### src/rtl/fifo_array_ctrl.sv
// fifo_array_ctrl
// Sequences one tile through the IFMAP/filter FIFO array that feeds the
// systolic array. In FILL, each accepted loader vector is written into all
// M+N FIFOs at once. In DRAIN, read enables are issued either diagonally
// skewed (lane k starts k cycles after lane 0) or in lockstep. The block also
// flags protocol violations against the array's full/empty flags.
//
// Build option: define FIFO_CTRL_SKEW_EN for diagonal skew.
//   FIFO_CTRL_SKEW_EN defined   : drain length D = LEN + max(M,N) - 1
//   FIFO_CTRL_SKEW_EN undefined : all lanes read together, D = LEN
//
// Ports:
//   clk, rst          clock, synchronous active-high reset
//   start             begin a tile (only honoured in IDLE)
//   in_valid/in_ready loader handshake during FILL
//   fifo_full/empty   flags from the FIFO array, [M-1:0] IFMAP, [M+N-1:M] filter
//   wr_en, rd_en      FIFO write/read enables, same bit map as the flags
//   lane_valid        rd_en delayed one cycle (FIFO data_out is registered)
//   busy, done, err   status: not idle, tile-complete pulse, sticky error
//
// state | meaning
// ------+---------------------------------------------------------------
// IDLE  | waiting for start
// FILL  | writing LEN vectors into every FIFO
// DRAIN | issuing (optionally skewed) read enables, cyc counts 0..D-1
// DONE  | one-cycle done pulse, then back to IDLE
module fifo_array_ctrl #(
  parameter int M     = 8,
  parameter int N     = 8,
  parameter int DEPTH = 8,
  parameter int LEN   = DEPTH,
  parameter int CW    = $clog2(LEN + ((M > N) ? M : N) + 1)
) (
  input  logic             clk,
  input  logic             rst,
  input  logic             start,
  input  logic             in_valid,
  output logic             in_ready,
  input  logic [M+N-1:0]   fifo_full,
  input  logic [M+N-1:0]   fifo_empty,
  output logic [M+N-1:0]   wr_en,
  output logic [M+N-1:0]   rd_en,
  output logic [M+N-1:0]   lane_valid,
  output logic             busy,
  output logic             done,
  output logic             err
);

`ifdef FIFO_CTRL_SKEW_EN
  localparam int MAXMN = (M > N) ? M : N;
  localparam int D     = LEN + MAXMN - 1;
`else
  localparam int D     = LEN;
`endif

  typedef enum logic [1:0] {S_IDLE, S_FILL, S_DRAIN, S_DONE} state_t;

  state_t        state;
  logic [CW-1:0] wr_cnt;
  logic [CW-1:0] cyc;
  logic          hs;
  logic          viol;

  assign in_ready = (state == S_FILL) && !(|fifo_full);
  assign hs       = in_ready && in_valid;
  assign wr_en    = {(M+N){hs}};

  // Lane k is active while 0 <= cyc - ofs < LEN. The subtraction is done one
  // bit wider so a negative difference shows up as the top bit, which avoids
  // a constant "cyc >= 0" compare on lane 0.
  for (genvar k = 0; k < M + N; k++) begin : g_rd
`ifdef FIFO_CTRL_SKEW_EN
    localparam int OFS = (k < M) ? k : k - M;
`else
    localparam int OFS = 0;
`endif
    logic [CW:0] diff;
    assign diff     = {1'b0, cyc} - (CW+1)'(OFS);
    assign rd_en[k] = (state == S_DRAIN) && !diff[CW] && (diff[CW-1:0] < CW'(LEN));
  end

  // wr_en is only raised when no full flag is set, so the full-side check
  // guards against integration mistakes rather than normal traffic.
  assign viol = (|(rd_en & fifo_empty)) || (|(wr_en & fifo_full));

  always_ff @(posedge clk) begin
    if (rst) begin
      state      <= S_IDLE;
      wr_cnt     <= '0;
      cyc        <= '0;
      lane_valid <= '0;
      busy       <= 1'b0;
      done       <= 1'b0;
      err        <= 1'b0;
    end else begin
      lane_valid <= rd_en;
      done       <= 1'b0;
      if (viol) err <= 1'b1;
      case (state)
        S_IDLE: begin
          if (start) begin
            state  <= S_FILL;
            wr_cnt <= '0;
            cyc    <= '0;
            err    <= 1'b0;
            busy   <= 1'b1;
          end
        end
        S_FILL: begin
          if (hs) begin
            wr_cnt <= wr_cnt + CW'(1);
            if (wr_cnt == CW'(LEN - 1)) begin
              state <= S_DRAIN;
              cyc   <= '0;
            end
          end
        end
        S_DRAIN: begin
          cyc <= cyc + CW'(1);
          if (cyc == CW'(D - 1)) begin
            state <= S_DONE;
            done  <= 1'b1;
          end
        end
        S_DONE: begin
          state <= S_IDLE;
          busy  <= 1'b0;
        end
        default: begin
          state <= S_IDLE;
          busy  <= 1'b0;
        end
      endcase
    end
  end

endmodule
### config.mk
export PLATFORM = sky130hd
export DESIGN_NAME = fifo_array_ctrl
export DESIGN_NICKNAME = d
export VERILOG_FILES = /design/src/rtl/fifo_array_ctrl.sv
export SDC_FILE = /design/constraint.sdc
export NUM_CORES = 1
export LEC_CHECK = 0
export BUFFER_PORTS_ARGS = -buffer_cell sky130_fd_sc_hd__buf_2
export CORE_ASPECT_RATIO = 0.7
export CORE_MARGIN = 5
export CORE_UTILIZATION = 42
export CTS_BUF_LIST = sky130_fd_sc_hd__clkbuf_8 sky130_fd_sc_hd__clkbuf_16
export DETAILED_ROUTE_END_ITERATION = 16
export GPL_ROUTABILITY_DRIVEN = 0
export PLACE_DENSITY = 0.92
export SLEW_MARGIN = 20
export SYNTH_ARGS = -nofsm -noshare
export SYNTH_HDL_FRONTEND = slang
export SYNTH_SLANG_ARGS = --single-unit
### constraint.sdc
create_clock -name clk -period 3.44 [get_ports clk]
set_clock_uncertainty 0.1 [all_clocks]
set_input_delay 0.86 -clock clk [delete_from_list [all_inputs] [get_ports clk]]
set_output_delay 0.86 -clock clk [all_outputs]
set_load 0.03 [all_outputs]
==> results.yml <==
status:
  outcome: "completed"
layout:
  areaGrowthSynthToFinish_pct: 13.7
  layout_commonest_cell: "buf_2"
  fillers: 295
  layout-drive-gt1-share: 0.468
  final_cell_mix: "buf_2, dfxtp_1, a21oi_1"
  fin_nets: 248
  finalCoreUtilization: 0.484
  diodes: 0
timing:
  min_period_ns: 3.16
  final.period_utilization: 0.918
  finalMaxSlewViolations: 0
  tightestPinTransition_ns: 0.518
  hold_viol: 0
  fmax_mhz: 317
  maxSlewHeadroom: 0.655
  rsz0062_at_grt: "false"
  setup-tns-final_ns: 0
  setup_viol: 0
global_routing:
  grt_max_degree: 18
  overflow: 0
  grt_pass1_wl_mm: 4.66
  antenna_found_initial: 0
  grt_pass1_vias: 1084
  track_usage: 0.125
worst_setup_path:
  r2r_setup_slack_ns: 1.33
  crit_path_end_kind: "output port"
  cp_max_fo: 16
  required_ns: 2.48
  cp.arrival_ns: 2.20
  r2r-start: "state[0]"
  path_class: "input pin to output port"
  r2r-end: "cyc[2]"
  cp-start-kind: "input pin"
  reg2regPathDepth: 7
floorplan:
  coreArea_sq_um: 3080
  die_y_um: 56.8
  dieWidth_um: 76.8
  pin_count: 88
  die_area_sq_um: 4360
  start_util: 0.426
  core.rowCount: 17
detailed_routing:
  routed_via_density: 4.99
  wire_per_inst_um: 12.0
  firstDrtPassIters: 4
  drtIter0Drc: 74
  drc: 0
  routed_wirelength_mm: 2.92
  antenna_left: 0
  vias: 1212
yosys:
  synthesis.nets: 205
  syn_area_sq_um: 1310
  synth_simple_gate_area_share: 0.248
  synth_seq_cells: 16
  synth_adder_area_share: 0.0571
  synth_mux_area_frac: 0.00762
  synth_compound_area_frac: 0.142
  seq_area_frac_synth: 0.244
  synthTopCellsByArea: "buf_4, dfxtp_1, ha_1"
  yosys_warnings: 0
  avgSynthCellArea_sq_um: 8.06
  synth_top_area_cell: "buf_4"
  synthXorXnorAreaFrac: 0.00667
  synth_top_family_by_area: "buffers and inverters"
  synthCells: 163
  synth_top_area_frac: 0.269
  ys_types: 37
clock_tree:
  cts.sinks: 16
  clk_path_buf_depth: 2
  postCtsHoldBufs: 0
  cts_tree: "built"
  clk_pin_slew_worst_paths_ns: 0.06
  cts_buffers: 3
  cts-root-buf: "clkbuf_8"
  cts_max_level: 1
  cts_resized: 0
  cts_setup_buffers: 0
  insertion_delay_ns: 0.25
place:
  io_buffers: 87
  dp_hpwl_mm: 2.38
power_and_ir_drop:
  ir_drop_mv: 0.240
  pwr_density_cell_nw_per_um2: 634
  p_leak_nw: 0.792
min_path:
  hold_class: "flop to flop"
  min_to: "busy"
  worstHoldStart: "busy"
  whs_path_depth: 2
job:
  max_cap_viol_count: 0
==> power breakdown <==
group | switching, mW | total [mW] | internal (mW) | leakage, nW
registers | 0.0196 | 0.225 | 0.205 | 0.130
logic | 0.402 | 0.558 | 0.156 | 0.634
clock network | 0.0636 | 0.165 | 0.102 | 0.0288
total | 0.485 | 0.947 | 0.462 | 0.792
==> metrics by stage <==
step	power [mW]	instance area, sq um	cells	setup WS (ns)	hold slack, ns
after floorplan	0.758	1310	163	0.341	0.354
after global placement	0.778	1440	239	0.342	0.370
after detailed placement	0.787	1440	239	0.290	0.394
after CTS	0.955	1490	243	0.289	0.407
after global routing	1.00	1490	243	0.108	0.418
final	0.947	1490	243	0.283	0.398
==> registers in the layout, summed over array words and instances (netlist names) <==
| register | count |
|---|---|
| cyc | 5 |
| wr_cnt | 5 |
| state | 2 |
| busy | 1 |
| done | 1 |
| err | 1 |
| lane_valid | 1 |
==> cell families (layout without fill, tap and decap cells) <==
| group | after synthesis | after routing |
|---|---|---|
| simple gates | 55 | 55 |
| fa+ha+maj | 6 | 6 |
| xor+xnor | 1 | 1 |
| buf+inv | 56 | 98 |
| flops | 16 | 16 |
| mux | 1 | 1 |
| compound gates | 28 | 28 |
==> cells in the mapped netlist (all sizes together) <==
library cell / n
and4: 1
a21boi: 1
or3: 3
nor2: 8
nand4: 4
a211oi: 2
mux2i: 1
xor2: 1
nor4: 8
a21o: 1
ha: 6
a21oi: 9
dfxtp: 16
inv: 6
o21a: 1
nand4b: 1
o31ai: 1
nor4b: 1
buf: 47
a32o: 3
and3: 1
nor3b: 1
o22ai: 1
o32ai: 1
o21ai: 7
nor3: 4
nand3: 8
clkbuf: 3
o2111ai: 1
and4bb: 1
and2: 4
nand2b: 2
nand2: 8
==> worst max-delay path, cell delays in order <==
cell,delay (ns)
buf_2,0.09
nor4_1,0.34
and4_1,0.25
and3_1,0.37
buf_2,0.27
==> cell type report <==
class | instances | area (sq um) | area share
Inverter | 6 | 22.5 | 0.0151
Clock buffer | 4 | 55.1 | 0.0369
Sequential cell | 16 | 320 | 0.214
Multi-Input combinational cell | 91 | 606 | 0.405
Timing Repair Buffer | 88 | 443 | 0.296
Tap cell | 38 | 47.5 | 0.0318
==> worst max path at each step <==
stage	start	end	slack [ns]	depth (start not counted)
floorplan	fifo_full[11]	wr_en[0]	0.34	5
global placement	fifo_full[0]	wr_en[0]	0.34	5
detailed placement	fifo_full[11]	wr_en[3]	0.29	5
CTS	fifo_full[11]	wr_en[3]	0.29	5
global route	fifo_full[0]	wr_en[15]	0.11	5
finish	fifo_full[11]	wr_en[3]	0.28	5
==> layer usage <==
layer / share of wire / global-route usage / vias to the layer above
met5: 0 / 0 / -
met2: 0.49 / 0.220 / 51
met1: 0.38 / 0.139 / 543
met4: 0.014 / 0.0424 / 0
li1: - / - / 614
met3: 0.11 / 0.0465 / 4
(Power assumes the default switching activity.)
